`src/rtl/pivot_col_select.sv`:
```
// Entering-column selector for the simplex pivot: scans the objective row and picks
// the most negative reduced cost, or reports termination when none is negative.
module pivot_col_select #(
    parameter int IDX_WIDTH    = 10,
    parameter bit EXCLUDE_LAST = 1'b1
) (
    input  logic                 aclk,
    input  logic                 aresetn,
    input  logic                 start,
    input  logic                 halt,
    input  logic [31:0]          s_axis_tdata,
    input  logic [3:0]           s_axis_tstrb,
    input  logic                 s_axis_tlast,
    input  logic                 s_axis_tvalid,
    output logic                 s_axis_tready,
    output logic                 done,
    output logic                 terminate,
    output logic [IDX_WIDTH-1:0] pivot_col_idx,
    output logic [31:0]          pivot_col_val,
    output logic                 overflow
);

    typedef enum logic [1:0] {
        IDLE = 2'd0,
        SCAN = 2'd1,
        DONE = 2'd2
    } state_t;

    state_t               state_q, state_d;
    logic [IDX_WIDTH-1:0] cnt_q, cnt_d;
    logic [IDX_WIDTH-1:0] best_idx_q, best_idx_d;
    logic [31:0]          best_val_q, best_val_d;
    logic                 best_valid_q, best_valid_d;
    logic                 wrapped_q, wrapped_d;
    logic                 overflow_q, overflow_d;
    logic                 done_q, done_d;
    logic                 terminate_q, terminate_d;
    logic [IDX_WIDTH-1:0] pivot_col_idx_q, pivot_col_idx_d;
    logic [31:0]          pivot_col_val_q, pivot_col_val_d;

    logic is_candidate;
    logic eligible;
    logic better;
    logic unused_tstrb;

    assign unused_tstrb = ^s_axis_tstrb;

    always_comb begin
        // Negative, non-zero and not NaN; -inf qualifies
        is_candidate = s_axis_tdata[31] && (s_axis_tdata[30:0] != 31'd0) &&
                       !((s_axis_tdata[30:23] == 8'hFF) && (s_axis_tdata[22:0] != 23'd0));
        eligible     = is_candidate && !wrapped_q && !(EXCLUDE_LAST && s_axis_tlast);
        // For negative floats a larger magnitude field is a more negative value
        better       = !best_valid_q || (s_axis_tdata[30:0] > best_val_q[30:0]);

        state_d         = state_q;
        cnt_d           = cnt_q;
        best_idx_d      = best_idx_q;
        best_val_d      = best_val_q;
        best_valid_d    = best_valid_q;
        wrapped_d       = wrapped_q;
        overflow_d      = overflow_q;
        done_d          = 1'b0;
        terminate_d     = terminate_q;
        pivot_col_idx_d = pivot_col_idx_q;
        pivot_col_val_d = pivot_col_val_q;

        case (state_q)
            IDLE: begin
                if (start && !halt) begin
                    state_d      = SCAN;
                    cnt_d        = '0;
                    best_valid_d = 1'b0;
                    wrapped_d    = 1'b0;
                    overflow_d   = 1'b0;
                end
            end
            SCAN: begin
                if (halt) begin
                    state_d = IDLE;
                end else if (s_axis_tvalid) begin
                    if (eligible && better) begin
                        best_idx_d   = cnt_q;
                        best_val_d   = s_axis_tdata;
                        best_valid_d = 1'b1;
                    end
                    cnt_d = cnt_q + 1'b1;
                    if ((cnt_q == '1) && !s_axis_tlast) begin
                        overflow_d = 1'b1;
                        wrapped_d  = 1'b1;
                    end
                    if (s_axis_tlast) begin
                        state_d = DONE;
                    end
                end
            end
            DONE: begin
                state_d = IDLE;
                if (!halt) begin
                    done_d = 1'b1;
                    if (best_valid_q) begin
                        terminate_d     = 1'b0;
                        pivot_col_idx_d = best_idx_q;
                        pivot_col_val_d = best_val_q;
                    end else begin
                        terminate_d = 1'b1;
                    end
                end
            end
            default: state_d = IDLE;
        endcase
    end

    always_ff @(posedge aclk) begin
        if (!aresetn) begin
            state_q         <= IDLE;
            cnt_q           <= '0;
            best_idx_q      <= '0;
            best_val_q      <= '0;
            best_valid_q    <= 1'b0;
            wrapped_q       <= 1'b0;
            overflow_q      <= 1'b0;
            done_q          <= 1'b0;
            terminate_q     <= 1'b0;
            pivot_col_idx_q <= '0;
            pivot_col_val_q <= '0;
        end else begin
            state_q         <= state_d;
            cnt_q           <= cnt_d;
            best_idx_q      <= best_idx_d;
            best_val_q      <= best_val_d;
            best_valid_q    <= best_valid_d;
            wrapped_q       <= wrapped_d;
            overflow_q      <= overflow_d;
            done_q          <= done_d;
            terminate_q     <= terminate_d;
            pivot_col_idx_q <= pivot_col_idx_d;
            pivot_col_val_q <= pivot_col_val_d;
        end
    end

    assign s_axis_tready = (state_q == SCAN);
    assign done          = done_q;
    assign terminate     = terminate_q;
    assign pivot_col_idx = pivot_col_idx_q;
    assign pivot_col_val = pivot_col_val_q;
    assign overflow      = overflow_q;

endmodule
```
`config.mk`:
```
export PLATFORM = sky130hd
export DESIGN_NAME = pivot_col_select
export DESIGN_NICKNAME = d
export VERILOG_FILES = /design/src/rtl/pivot_col_select.sv
export SDC_FILE = /design/constraint.sdc
export NUM_CORES = 1
export LEC_CHECK = 0
export BUFFER_PORTS_ARGS = -buffer_cell sky130_fd_sc_hd__buf_2
export CORE_MARGIN = 2
export CORE_UTILIZATION = 45
export DETAILED_ROUTE_END_ITERATION = 8
export GPL_TIMING_DRIVEN = 0
export PLACE_DENSITY = 0.67
export SETUP_SLACK_MARGIN = 0.2
export SYNTH_ARGS = -nofsm -noshare
export SYNTH_HDL_FRONTEND = slang
export SYNTH_SLANG_ARGS = --single-unit
```
`constraint.sdc`:
```
create_clock -name aclk -period 7.61 [get_ports aclk]
set_clock_uncertainty 0.05 [all_clocks]
set_input_delay 2.283 -clock aclk [delete_from_list [all_inputs] [get_ports aclk]]
set_output_delay 2.283 -clock aclk [all_outputs]
set_load 0.1 [all_outputs]
```
Word-level counts from Yosys, hierarchy flattened
Cells that the tools add are included.
{"block": "op_classes", "add_sub_neg": 1, "magnitude_cmp": 1, "n_eq_ne": 11, "n_mux": 20, "n_bitwise": 1, "reduce_logical": 26}
{"operator": "$gt A31 B31 Y1", "count": 1}
{"operator": "$reduce_bool A31 Y1", "count": 1}
{"operator": "$mux W10", "count": 3}
{"operator": "$reduce_bool A23 Y1", "count": 1}
{"operator": "$pmux W10 S2", "count": 1}
{"operator": "$add A10 B1 Y10 const B", "count": 1}
{"operator": "$eq A10 B10 Y1 const B", "count": 1}
{"operator": "$reduce_and A5 Y1", "count": 2}
{"operator": "$mux W1", "count": 9}
{"operator": "$eq A8 B8 Y1 const B", "count": 1}
{"operator": "$logic_and A1 B1 Y1", "count": 8}
{"operator": "$mux W2", "count": 4}
{"operator": "$reduce_and A4 Y1", "count": 2}
{"operator": "$ne A2 B2 Y1 const B", "count": 3}
{"operator": "$ne A3 B3 Y1 const B", "count": 2}
{"operator": "$reduce_and A3 Y1", "count": 2}
{"operator": "$logic_not A1 Y1", "count": 5}
{"operator": "$ne A2 B1 Y1 const B", "count": 2}
{"operator": "$pmux W1 S2", "count": 2}
{"operator": "$pmux W2 S2", "count": 1}
{"operator": "$reduce_and A2 Y1", "count": 2}
{"operator": "$eq A2 B1 Y1 const B", "count": 1}
{"operator": "$eq A2 B2 Y1 const B", "count": 1}
{"operator": "$logic_not A2 Y1", "count": 1}
{"operator": "3 further kinds", "count": 3}
{"block": "totals", "reg_bits": 100, "input_bits": 42, "output_inout_bits": 46, "word_cells": 70}

Longest topological paths before layout
Gate-level depths: netlist of the first run.
{"block": "logic_depth", "ltp_word": 11, "depth_mapped": 10, "depth_no_buf": 8}

Worst setup path after synthesis of the first run
OpenSTA, ideal clock, no wires.
{"block": "synth_timing", "kind": "in2reg", "startpoint": "input port s_axis_tdata[26]", "endpoint": "register best_val_q[31]", "setup_time_ps": 115, "t_arrival_ps": 3810, "required_time_ps": 7445, "setup_slack_ps": 3636, "cell_stages": 9, "path_buffers": 2, "cell_sequence": "ha_1 nand3_1 nor4_1 nand2_1 o21a_1 o311a_1 buf_6 buf_12 o21a_1"}
{"block": "synth_via", "elab_chain_cells": 8, "elab_cells_between_ends": 12, "classes_between": "order compare (1); eq/ne (1); reduce/logical (10)"}
{"item": "start: declaration", "line": "11", "text": "input logic [31:0] s_axis_tdata,"}
{"item": "branches (longest 6 deep; another with $gt A31 B31 Y1)"}
{"item": "$logic_and A1 B1 Y1 *", "line": "82", "text": "if (eligible && better) begin"}
{"item": "$reduce_and A4 Y1 (no source line) *"}
{"item": "end signal: assignment", "line": "131", "text": "best_val_q <= best_val_d;"}
{"item": "end: declaration", "line": "32", "text": "logic [31:0] best_val_q, best_val_d;"}
Mark *: on every way between the ends.
A chain may end at the register's enable or synchronous reset.

Worst setup path in the final report of the first run
{"block": "layout_timing", "startpoint": "input port s_axis_tdata[29]", "endpoint": "register best_val_q[20]"}
Same word-level chain as after synthesis.

==> results of run 1 <==
worst max-delay path by stage:
stage                      to        startpoint  slack, ns  cells past startpoint
5_1_grt        best_val_q[11]  s_axis_tdata[28]       3.31                     10
3_3_place_gp    best_idx_q[0]  s_axis_tdata[30]       3.17                     10
6_report       best_val_q[20]  s_axis_tdata[29]       3.46                     10
4_1_cts        best_val_q[20]  s_axis_tdata[28]       3.49                     10
2_1_floorplan  best_val_q[31]  s_axis_tdata[26]       3.64                      9
3_5_place_dp   best_val_q[20]  s_axis_tdata[28]       3.11                     10
worst max-delay path: cells and delay by family:
kind                     cells  cell delay (ns)
AO/OA/AOI/OAI                2             0.40
buffers and inverters        3             0.46
AND/OR/NAND/NOR              3             0.74
multiplexers                 1             0.20
adder cells (fa/ha/maj)      1             0.30
logic make-up after synthesis:
kind of cell / share of synthesized area
multiplexers: 0.09195
AO/OA/AOI/OAI: 0.1115
AND/OR/NAND/NOR: 0.2220
XOR/XNOR: 0.009143
buffers and inverters: 0.06374
adder cells (fa/ha/maj): 0.08359
flip-flops: 0.4180
registers in the layout (all words and copies together) (netlist names):
name / count
best_valid_q: 1
best_idx_q: 10
pivot_col_idx: 10
pivot_col_val: 32
state_q: 2
overflow: 1
cnt_q: 10
best_val_q: 32
terminate: 1
done: 1
stage by stage:
| stage | cells | util |
|---|---|---|
| 6_report | 806 | 0.5371 |
| 5_1_grt | 806 | 0.5371 |
| 4_1_cts | 806 | 0.5371 |
| 3_5_place_dp | 790 | 0.5202 |
| 3_3_place_gp | 790 | 0.5202 |
| 2_1_floorplan | 572 | - |
per-layer routing:
metal / vias up / track usage
met1: 1887 / 0.2715
met5: - / 0
met3: 21 / 0.03404
met2: 111 / 0.3345
met4: 0 / 0.08442
li1: 2093 / -
cell usage after synthesis (5+ instances only):
master,instances,area [um2]
a21boi_0,43,322.8
a21oi_1,20,100.1
clkbuf_1,24,90.09
dfxtp_1,100,2002
ha_1,32,400.4
inv_1,33,123.9
mux2i_1,44,440.4
nand2_1,186,698.2
nand3_1,5,25.02
nand4_1,12,75.07
nor2_1,13,48.80
nor4_1,8,50.05
o21ai_0,11,55.05
layout make-up:
cell class,count,area share
Timing Repair Buffer,82,0.07401
Multi-Input combinational cell,410,0.4477
Clock inverter,6,0.008574
Sequential cell,100,0.3610
Clock buffer,10,0.02301
Buffer,29,0.03272
Tap cell,136,0.03069
Inverter,33,0.02234
power by group through the flow:
stage	registers, mW	logic [mW]	clock network (mW)
6_report	0.526	0.0712	0.316
5_1_grt	0.526	0.0798	0.346
3_5_place_dp	0.538	0.0708	0
3_3_place_gp	0.538	0.0682	0
2_1_floorplan	0.538	0.0410	0
4_1_cts	0.526	0.0711	0.325
==> results.cfg, run 1 <==
[status]
status = complete, no violations

[critical_path]
worstSetupEndpointType = register
rrSetupSlack_ns = 5.08
cpPeakStageDelay_ns = 0.40
worstSetupStartpointType = primary input
critical_path_class = in -> reg
crit_slowest_cell = nor4_1
critical_path.max_fanout = 10
rr_endpoint = best_val_q[20]
critical_path_arrival_ns = 4.40
crit_required_ns = 7.85
cp_cell_sequence = buf_2 > ha_1 > nand4_1 > nor4_1 > nand2_1 > a31oi_1 > o311a_1 > buf_6 > buf_12 > mux2i_1
r2r_start = best_val_q[28]
r2r_cells = 10

[synth]
synthFlopType = dfxtp_1
netlist_area_um2 = 4790
synth_edf_count = 0
seq_area_frac_synth = 0.4180
synthCells = 572
syn_nets = 646
yosysWarnings = 0
ys_seq_elements = 100
synthArstFlopShare = 0
avgSynthCellArea_um2 = 8.373
synth.distinct_cells = 34

[power_and_ir_drop]
power_uw = 913.4
peakVddDrop_uv = 78.13
clkPwrFrac = 0.346
switching_share = 0.2624
power_density_nw_per_um2 = 164.7
p_leak_nw = 2.081
p_seq_frac = 0.576
p_sw_uw = 239.7
power.internal_uw = 673.7
comb_power_share = 0.078

[drt]
wl_met2_um = 5115
routed_via_density = 5.102
routedWlPerCell_um = 13.88
drt-pass1-iter-count = 4
dr_total_vias = 4112
top_layer = met4
met3_length_um = 614
ant_nets = 0
wl_met1_um = 5233
drt_first_iter_violations = 200
drc_errors = 0
wl_um = 11180

[layout]
stdcell_area_um2 = 5545
drive_gt1_frac = 0.1537
layout_common_cells = nand2_1, dfxtp_1, buf_2
fillers = 988
nNetsFinal = 739
regArea_um2 = 2002
areaGrowthSynthToFinish_pct = 15.78
diodes = 0
final_common_cell = nand2_1
multi_input_area_um2 = 2482

[global_route]
antenna_found_initial = 0
grt_overflow = 0
grt_pass1_wl_um = 18780
grt_pass1_vias = 3999
grt_max_degree = 18
grt_usage = 0.2061

[floorplanning]
start_util = 0.4639
die-area_um2 = 11480
num_rows = 37
die_y_um = 107.2
fp.dieW_um = 107.2
io_pins = 88
core-area_um2 = 10320

[sta]
tightest_slew_ns = 0.5410
max_slew_margin = 0.6394
timing.hold.ws_ns = 0.4119
setup_tns_ns = 0
final_max_slew_viol_count = 0
layout_setup_ws_ns = 3.458
rsz0062_at_grt = no
finalHoldViolations = 0
period_needed_ns = 4.152
finalCritPeriodShare = 0.5456
finalSetupViolCount = 0
achievable-frequency_mhz = 240.8

[clocking]
post_cts_buffers = 0
clkSinkCount = 100
cts_hold_repair.buffers = 0
cts-root-buf = clkbuf_8
clockBufferDepth = 2
path_clk_slew_ns = 0.09
cts_tree = yes
htreeDepth = 3
clkLatencyLatePin_ns = 0.38
post_cts_resized = 0
numCtsBuffers = 9

[min_path]
min_path_cells = 2
hp-class = reg -> reg
hold-path-endpoint = pivot_col_val[8]
min_from = pivot_col_val[8]

[placement]
pre_cts_ws_ns = 3.111
numPortBuffers = 82
dp_hpwl_um = 8546
routabilityCongestion = 0.8275
post_dp_cell_area_um2 = 5370

[flow_run]
maxCapViolCount = 0
No activity file was read; power rests on OpenSTA's default activity.
==> run 2: changes to the inputs <==
--- a/config.mk
+++ b/config.mk
@@ -10,7 +10,7 @@
 export CORE_UTILIZATION = 45
 export DETAILED_ROUTE_END_ITERATION = 8
 export GPL_TIMING_DRIVEN = 0
-export PLACE_DENSITY = 0.67
+export PLACE_DENSITY = 0.69
 export SETUP_SLACK_MARGIN = 0.2
 export SYNTH_ARGS = -nofsm -noshare
 export SYNTH_HDL_FRONTEND = slang
==> constraint.sdc (replaced) <==
create_clock -name aclk -period 3.4 [get_ports aclk]
set_clock_uncertainty 0.05 [all_clocks]
set_input_delay 1.02 -clock aclk [delete_from_list [all_inputs] [get_ports aclk]]
set_output_delay 1.02 -clock aclk [all_outputs]
set_load 0.1 [all_outputs]
==> run 2 against run 1 <==
Effect of this change: final cell count stayed put; non-clock buffer count stayed put; critical path type unchanged; combinational power is 120% higher; flip-flop and latch count stayed put; largest power group unchanged; sequential share of layout area hardly changed; global-route usage is 0.12 points lower; highest routed layer unchanged; clock power is 120% higher; first-iteration DRC count is 26% lower; design area hardly changed.
==> results.cfg, run 2 (same netlist as run 1, synthesis figures left out) <==
[sta]
max_slew_margin = 0.6400
final_max_slew_viol_count = 0
finalHoldViolations = 0
setup_tns_ns = 0
period_needed_ns = 2.891
achievable-frequency_mhz = 345.9
finalCritPeriodShare = 0.8502
rsz0062_at_grt = no
tightest_slew_ns = 0.5400
timing.hold.ws_ns = 0.4128
finalSetupViolCount = 0

[drt]
ant_nets = 0
drc_errors = 0
routedWlPerCell_um = 13.92
wl_um = 11220
wl_met1_um = 5096
drt-pass1-iter-count = 4
top_layer = met4
routed_via_density = 5.143
dr_total_vias = 4145
met3_length_um = 713
drt_first_iter_violations = 148
wl_met2_um = 5151

[global_route]
grt_overflow = 0
grt_pass1_vias = 4074
grt_pass1_wl_um = 18880
grt_max_degree = 17
grt_usage = 0.2049
antenna_found_initial = 0

[floorplanning]
die-area_um2 = 11480
num_rows = 37
start_util = 0.4639
io_pins = 88
fp.dieW_um = 107.2
die_y_um = 107.2
core-area_um2 = 10320

[min_path]
min_path_cells = 2
hp-class = reg -> reg

[power_and_ir_drop]
power_density_nw_per_um2 = 367.4
peakVddDrop_uv = 206.4
power_mw = 2.039
p_leak_nw = 2.079

[critical_path]
cpPeakStageDelay_ns = 0.39
worstSetupEndpointType = register
critical_path_class = in -> reg
cp_num_buf_inv = 3
cp_cell_sequence = buf_2 > ha_1 > nand4_1 > nor4_1 > nand2_1 > a31oi_1 > o311a_1 > buf_6 > buf_12 > mux2i_1
critical_path_arrival_ns = 3.12
worstSetupStartpointType = primary input
r2r_cells = 10
critical_path.max_fanout = 10
crit_required_ns = 3.63
path_depth = 10
cpLargestDelayFamily = simple AND/OR/NAND/NOR gates
crit_slowest_cell = nor4_1

[layout]
layout_common_cells = nand2_1, dfxtp_1, buf_2
finish.utilization = 0.5375
nNetsFinal = 739
areaGrowthSynthToFinish_pct = 15.86
drive_gt1_frac = 0.1537
final_common_cell = nand2_1
diodes = 0

[status]
status = complete, no violations

[placement]
dp_hpwl_um = 8671
routabilityCongestion = 0.8324
numPortBuffers = 82

[clocking]
clkSinkCount = 100
cts_tree = yes
clkLatencyLatePin_ns = 0.36
cts-root-buf = clkbuf_8
post_cts_resized = 0
htreeDepth = 3
clockBufferDepth = 2
post_cts_buffers = 0
path_clk_slew_ns = 0.09
cts_hold_repair.buffers = 0
numCtsBuffers = 9

[flow_run]
maxCapViolCount = 0
run 2: tightest hold or removal path, cell delays in order (launching register included):
cell      delay, ns
dfxtp_1        0.32
nand2_1        0.04
a21boi_0       0.06
run 2: path summary, 6_finish.rpt:
check / slack [ns] / startpoint / to
worst min register to register: 0.41 / pivot_col_val[6] / pivot_col_val[6]
worst max register to register: 0.87 / best_val_q[28] / best_val_q[17]
worst max-delay path: 0.51 / s_axis_tdata[29] / best_val_q[17]
worst min-delay path: 0.41 / pivot_col_val[6] / pivot_col_val[6]
run 2: through the flow:
step	instances	setup slack (ns)	cell area, um2
floorplan	572	0.6887	4790
global placement	790	0.2087	5370
detailed placement	790	0.1461	5370
CTS	806	0.5001	5549
global route	806	0.3761	5549
finish	806	0.5093	5549
run 2: power by group:
group | total (mW) | internal [mW] | switching [mW]
sequential | 1.18 | 1.17 | 0.00310
clock | 0.704 | 0.288 | 0.415
combinational | 0.159 | 0.0611 | 0.0976
total | 2.04 | 1.52 | 0.516
run 2: layout make-up:
type	instances	area (um2)
fill	975	4775
multi-input combinational	410	2482
sequential	100	2002
timing repair buffer	82	410.4
buffer	29	181.4
tap	136	170.2
clock buffer	11	141.4
inverter	33	123.9
clock inverter	5	37.54
run 2: metal layers:
metal	vias to the layer above	GRT usage
met5	-	0
met4	0	0.07421
met3	21	0.03647
met2	103	0.3391
met1	1933	0.2671
li1	2088	-
